### src/rtl/mem_pkg.sv
// Shared definitions for the MEM-stage load/store sequencer: state encoding,
// default widths and the request address fault check.
package mem_pkg;

   localparam int ADDR_W_DEF = 18;
   localparam int DATA_W_DEF = 32;

   typedef enum logic [2:0] {
      IDLE   = 3'd0,
      SETUP  = 3'd1,
      ACCESS = 3'd2,
      HOLD   = 3'd3,
      RESP   = 3'd4
   } state_t;

   // Address outside memory_block's range, or a misaligned word access.
   function automatic logic addr_fault(input logic [31:0] addr,
                                       input logic        is_byte,
                                       input int unsigned addr_w);
      logic out_of_range_s;
      logic misaligned_s;
      out_of_range_s = ((addr >> addr_w) != 32'd0);
      misaligned_s   = !is_byte && (addr[1:0] != 2'b00);
      return out_of_range_s || misaligned_s;
   endfunction

endpackage

### src/rtl/mem_access_unit_load_extend.sv
// Load data formatting: byte/word select with sign or zero extension.
module load_extend #(
   parameter int DATA_W = 32
) (
   input  logic [DATA_W-1:0] raw,
   input  logic              is_byte,
   input  logic              is_signed,
   output logic [DATA_W-1:0] ext
);

   // Byte loads keep bits [7:0]; the upper bits follow is_signed.
   always_comb begin
      ext = raw;
      if (is_byte) begin
         if (is_signed) begin
            ext = {{(DATA_W-8){raw[7]}}, raw[7:0]};
         end else begin
            ext = {{(DATA_W-8){1'b0}}, raw[7:0]};
         end
      end else begin
         ext = raw;
      end
   end

endmodule

### src/rtl/mem_access_unit.sv
// MEM-stage load/store sequencer: one request at a time, fixed
// setup/strobe/hold sequence toward memory_block, registered response.
module mem_access_unit
   import mem_pkg::*;
#(
   parameter int ADDR_W  = ADDR_W_DEF,
   parameter int DATA_W  = DATA_W_DEF,
   parameter int MEM_LAT = 2,
   parameter int TAG_W   = 5
) (
   input  logic              clk,
   input  logic              rst_n,
   input  logic              req_valid,
   output logic              req_ready,
   input  logic              req_write,
   input  logic              req_byte,
   input  logic              req_signed,
   input  logic [31:0]       req_addr,
   input  logic [DATA_W-1:0] req_wdata,
   input  logic [TAG_W-1:0]  req_tag,
   output logic              resp_valid,
   input  logic              resp_ready,
   output logic [DATA_W-1:0] resp_rdata,
   output logic [TAG_W-1:0]  resp_tag,
   output logic              resp_err,
   output logic [ADDR_W-1:0] mem_address,
   output logic [DATA_W-1:0] mem_write_data,
   output logic              mem_byteOperations,
   output logic              mem_memRead,
   output logic              mem_memWrite,
   input  logic [DATA_W-1:0] mem_read_data
);

   localparam int CNT_W = (MEM_LAT > 1) ? $clog2(MEM_LAT) : 1;
   localparam logic [CNT_W-1:0] CNT_LAST = CNT_W'(MEM_LAT - 1);

   state_t            state_r, next_state_s;
   logic [CNT_W-1:0]  cnt_r, next_cnt_s;
   logic              write_r, byte_r, signed_r;
   logic [31:0]       addr_r;
   logic [DATA_W-1:0] wdata_r, load_r, ext_s;
   logic [TAG_W-1:0]  tag_r;
   logic              accept_s, fault_s, drive_s;
   logic              cur_write_s, cur_byte_s;
   logic [31:0]       cur_addr_s;
   logic [DATA_W-1:0] cur_wdata_s;

   assign accept_s = req_valid && (state_r == IDLE);
   assign fault_s  = addr_fault(req_addr, req_byte, ADDR_W);

   // Next-state and latency counter.
   always_comb begin
      next_state_s = state_r;
      next_cnt_s   = {CNT_W{1'b0}};
      case (state_r)
         IDLE: begin
            if (req_valid) begin
               next_state_s = fault_s ? RESP : SETUP;
            end else begin
               next_state_s = IDLE;
            end
         end
         SETUP:  next_state_s = ACCESS;
         ACCESS: begin
            if (cnt_r == CNT_LAST) begin
               next_state_s = HOLD;
            end else begin
               next_cnt_s = cnt_r + {{(CNT_W-1){1'b0}}, 1'b1};
            end
         end
         HOLD: next_state_s = RESP;
         RESP: begin
            if (resp_ready) begin
               next_state_s = IDLE;
            end else begin
               next_state_s = RESP;
            end
         end
         default: next_state_s = IDLE;
      endcase
   end

   // On the accepting edge the request registers are not loaded yet, so
   // the memory outputs take the live request fields instead.
   always_comb begin
      cur_write_s = write_r;
      cur_byte_s  = byte_r;
      cur_addr_s  = addr_r;
      cur_wdata_s = wdata_r;
      if (accept_s) begin
         cur_write_s = req_write;
         cur_byte_s  = req_byte;
         cur_addr_s  = req_addr;
         cur_wdata_s = req_wdata;
      end else begin
         cur_write_s = write_r;
      end
      drive_s = (next_state_s == SETUP) || (next_state_s == ACCESS) ||
                (next_state_s == HOLD);
   end

   // State and counter registers.
   always_ff @(posedge clk or negedge rst_n) begin
      if (!rst_n) begin
         state_r <= IDLE;
         cnt_r   <= {CNT_W{1'b0}};
      end else begin
         state_r <= next_state_s;
         cnt_r   <= next_cnt_s;
      end
   end

   // Request capture at acceptance.
   always_ff @(posedge clk or negedge rst_n) begin
      if (!rst_n) begin
         write_r  <= 1'b0;
         byte_r   <= 1'b0;
         signed_r <= 1'b0;
         addr_r   <= 32'd0;
         wdata_r  <= {DATA_W{1'b0}};
         tag_r    <= {TAG_W{1'b0}};
      end else if (accept_s) begin
         write_r  <= req_write;
         byte_r   <= req_byte;
         signed_r <= req_signed;
         addr_r   <= req_addr;
         wdata_r  <= req_wdata;
         tag_r    <= req_tag;
      end
   end

   // Registered memory-side outputs and request handshake.
   always_ff @(posedge clk or negedge rst_n) begin
      if (!rst_n) begin
         req_ready          <= 1'b1;
         mem_address        <= {ADDR_W{1'b0}};
         mem_write_data     <= {DATA_W{1'b0}};
         mem_byteOperations <= 1'b0;
         mem_memRead        <= 1'b0;
         mem_memWrite       <= 1'b0;
      end else begin
         req_ready    <= (next_state_s == IDLE);
         mem_memRead  <= (next_state_s == ACCESS) && !cur_write_s;
         mem_memWrite <= (next_state_s == ACCESS) && cur_write_s;
         if (drive_s) begin
            mem_address        <= cur_addr_s[ADDR_W-1:0];
            mem_write_data     <= cur_byte_s ? {{(DATA_W-8){1'b0}}, cur_wdata_s[7:0]}
                                             : cur_wdata_s;
            mem_byteOperations <= cur_byte_s;
         end else begin
            mem_address        <= {ADDR_W{1'b0}};
            mem_write_data     <= {DATA_W{1'b0}};
            mem_byteOperations <= 1'b0;
         end
      end
   end

   load_extend #(.DATA_W(DATA_W)) u_load_extend (
      .raw       (mem_read_data),
      .is_byte   (byte_r),
      .is_signed (signed_r),
      .ext       (ext_s)
   );

   // Read data is sampled on the edge that closes the last strobe cycle.
   always_ff @(posedge clk or negedge rst_n) begin
      if (!rst_n) begin
         load_r <= {DATA_W{1'b0}};
      end else if ((state_r == ACCESS) && (next_state_s == HOLD)) begin
         load_r <= ext_s;
      end
   end

   // Response register: loaded on entry to RESP, cleared when consumed.
   always_ff @(posedge clk or negedge rst_n) begin
      if (!rst_n) begin
         resp_valid <= 1'b0;
         resp_rdata <= {DATA_W{1'b0}};
         resp_tag   <= {TAG_W{1'b0}};
         resp_err   <= 1'b0;
      end else if ((state_r != RESP) && (next_state_s == RESP)) begin
         resp_valid <= 1'b1;
         resp_tag   <= (state_r == IDLE) ? req_tag : tag_r;
         resp_err   <= (state_r == IDLE);
         resp_rdata <= ((state_r == IDLE) || write_r) ? {DATA_W{1'b0}} : load_r;
      end else if ((state_r == RESP) && (next_state_s == IDLE)) begin
         resp_valid <= 1'b0;
         resp_rdata <= {DATA_W{1'b0}};
         resp_tag   <= {TAG_W{1'b0}};
         resp_err   <= 1'b0;
      end
   end

endmodule
### config.mk
export PLATFORM = sky130hd
export DESIGN_NAME = mem_access_unit
export DESIGN_NICKNAME = d
export VERILOG_FILES = /design/src/rtl/mem_pkg.sv /design/src/rtl/mem_access_unit_load_extend.sv /design/src/rtl/mem_access_unit.sv
export SDC_FILE = /design/constraint.sdc
export NUM_CORES = 1
export LEC_CHECK = 0
export ABC_AREA = 0
export CAP_MARGIN = 0
export CORE_UTILIZATION = 32
export CTS_CLUSTER_DIAMETER = 200
export CTS_CLUSTER_SIZE = 40
export DETAILED_ROUTE_END_ITERATION = 10
export SETUP_SLACK_MARGIN = 0.05
export SYNTH_ARGS = -nofsm -noshare
export SYNTH_HDL_FRONTEND = slang
export SYNTH_SLANG_ARGS = --single-unit
### constraint.sdc
create_clock -name clk -period 3.35 [get_ports clk]
set_clock_uncertainty 0.05 [all_clocks]
set_input_delay 0.67 -clock clk [delete_from_list [all_inputs] [get_ports clk]]
set_output_delay 0.67 -clock clk [all_outputs]
set_load 0.02 [all_outputs]
==> flow_summary.ini <==
[status]
status = finished, final reports clean

[power]
pwr_density_cell_nw_per_um2 = 580
irDropWorstVdd_uv = 366
p_leak_nw = 4.53

[logic_synthesis]
syn_inst = 613
syn-num-nets = 721
synth_ff_type = dfrtp_1
synth-edff-count = 0
yosysSeqAreaShare_pct = 65.1
yosys_register_bits = 187
ys_types = 30
ys_warn_count = 0
async_flop_share_pct = 100
syn_area_per_cell_um2 = 11.7
syn_area_um2 = 7190

[cts]
cts_tree = built
cts.clk_slew.worst_paths_ns = 0.07
cts_sinks = 187
cts_root_buffer = clkbuf_16
cts_buffers = 17
ctsResizeCount = 0
clockBufferDepth = 2
post_cts_buffers = 0
insertion_delay_ns = 0.43
htreeDepth = 4
ctsHoldBuffers = 0

[global_routing]
grt_max_degree = 80
grt_first_pass_wirelength_um = 27900
track_usage_pct = 15.4
grt_overflow = 0
antenna_found_initial = 0
first_global_vias = 5032

[worst_setup_path]
cp-start-kind = primary input
path_class = in -> reg
path_max_fanout = 31
endpoint_kind = register
crit_chain = clkdlybuf4s50_1 -> nor4_1 -> and4_1 -> a311o_2 -> buf_12 -> mux2i_1
crit_family = buffers and inverters
worst-path-buf-inv = 2
arrival_ns = 2.69
cp_slowest_cell = a311o_2
worstPathRequired_ns = 3.65
cp_slowest_stage_delay_ns = 0.42

[final_layout]
layout-drive-gt1-share_pct = 11.3
area_growth_pct = 40.5
fin_area_um2 = 10100
layout_common_cells = 199 x clkdlybuf4s50_1, 186 x dfrtp_1, 98 x nand2_1
layout_commonest_cell = clkdlybuf4s50_1
nets = 914
fill_cells = 2051
n_antenna_cell = 0

[placement]
postPlaceCellArea_um2 = 9570
portBuffers = 200
gp_congestion = 0.705
place_hpwl_um = 11300

[floorplanning]
die_width_um = 152
die_y_um = 152
io_pins = 201
die_area_um2 = 23100
coreArea_um2 = 21900
start_util_pct = 32.8
row_count = 54

[sta]
grt_setup_unrepaired = no
hold_violations = 0
drv_slew = 0
finalCriticalPeriod_ns = 2.40
setup_tns_ns = 0
finalCritPeriodShare_pct = 71.6
max_freq_mhz = 417
finalSetupViolCount = 0
worst_slew_pin_slew_ns = 0.898
slew_headroom_pct = 39.7

[flow_run]
maxCapViolCount = 0

[drt]
avgViaCountPerCell = 4.46
drt_iter0_drc = 183
ant_nets = 0
wl_um = 17000
drcViolationCount = 0
via_count = 4896
wl_per_cell_um = 15.5
dr.pass1.iters = 4

[hold_path]
worstHoldPathType = in -> async
[layout make-up]
class,instances,area (um^2),area share (%)
flip-flops and latches,187,4680,46.4
multi-input cells,358,2270,22.5
repair buffers,214,2160,21.4
clock buffers,20,457,4.52
well taps,280,350,3.47
inverters,28,105,1.04
clock inverters,10,70.1,0.694
[metrics by stage]
step | worst slack (ns) | util, % | std cells | hold WS (ns) | total power, mW
detailed placement | 0.506 | 43.7 | 1067 | 0.411 | 4.08
global route | 0.813 | 46.1 | 1097 | 0.157 | 6.20
finish | 0.952 | 46.1 | 1097 | 0.146 | 5.86
CTS | 0.960 | 46.1 | 1097 | 0.159 | 5.96
global placement | 0.555 | 43.7 | 1067 | 0.410 | 4.05
floorplan | 1.29 | - | 613 | 0.324 | 3.57
[where the power goes]
group / internal, mW / switching, mW
sequential: 2.58 / 0.135
clock: 0.981 / 0.869
combinational: 0.609 / 0.683
[cells in the mapped netlist (2+ instances only)]
cell	n	area (um^2)
nor2_1	79	297
dfrtp_1	186	4650
nor4_1	3	18.8
mux2_2	39	439
clkbuf_1	24	90.1
nor3_1	4	20.0
a21oi_1	49	245
buf_2	13	65.1
buf_6	2	22.5
inv_1	28	105
mux2i_1	70	701
nand2_1	98	368
[final timing paths]
kind	from	end	slack, ns	depth (start not counted)
setup / recovery	req_addr[26]	resp_tag[4]$_DFFE_PN0P_	0.95	6
hold / removal	rst_n	mem_write_data[13]$_DFF_PN0_	0.15	1
setup reg to reg	state_r[0]$_DFF_PN0_	mem_write_data[22]$_DFF_PN0_	1.12	6
hold reg to reg	cnt_r$_DFF_PN0_	cnt_r$_DFF_PN0_	0.42	1
max in group asynchronous	rst_n	mem_write_data[4]$_DFF_PN0_	2.22	2
min in group clk	cnt_r$_DFF_PN0_	cnt_r$_DFF_PN0_	0.42	1
[routing by layer]
layer | vias up | GRT usage, % | wire length, um
met1 | 2355 | 19.9 | 7480
li1 | 2383 | - | -
met5 | - | 0 | 0
met2 | 145 | 22.9 | 7620
met3 | 13 | 7.22 | 1710
met4 | 0 | 4.95 | 189
[sequential cells by signal, summed over array words and instances (netlist names)]
| name | count |
|---|---|
| addr_r | 18 |
| byte_r | 1 |
| cnt_r | 1 |
| load_r | 32 |
| mem_address | 18 |
| mem_byteOperations | 1 |
| mem_memRead | 1 |
| mem_memWrite | 1 |
| mem_write_data | 32 |
| req_ready | 1 |
| resp_err | 1 |
| resp_rdata | 32 |
| resp_tag | 5 |
| resp_valid | 1 |
| signed_r | 1 |
| state_r | 3 |
| tag_r | 5 |
| wdata_r | 32 |
| write_r | 1 |
[logic make-up after synthesis]
logic type / Yosys count / share of synthesized area [%]
AND/OR/NAND/NOR: 192 / 10.7
flip-flops: 187 / 65.1
multiplexers: 109 / 15.9
AO/OA/AOI/OAI: 56 / 4.20
buffers and inverters: 68 / 3.99
XOR/XNOR: 1 / 0.122
(Power assumes the default switching activity.)
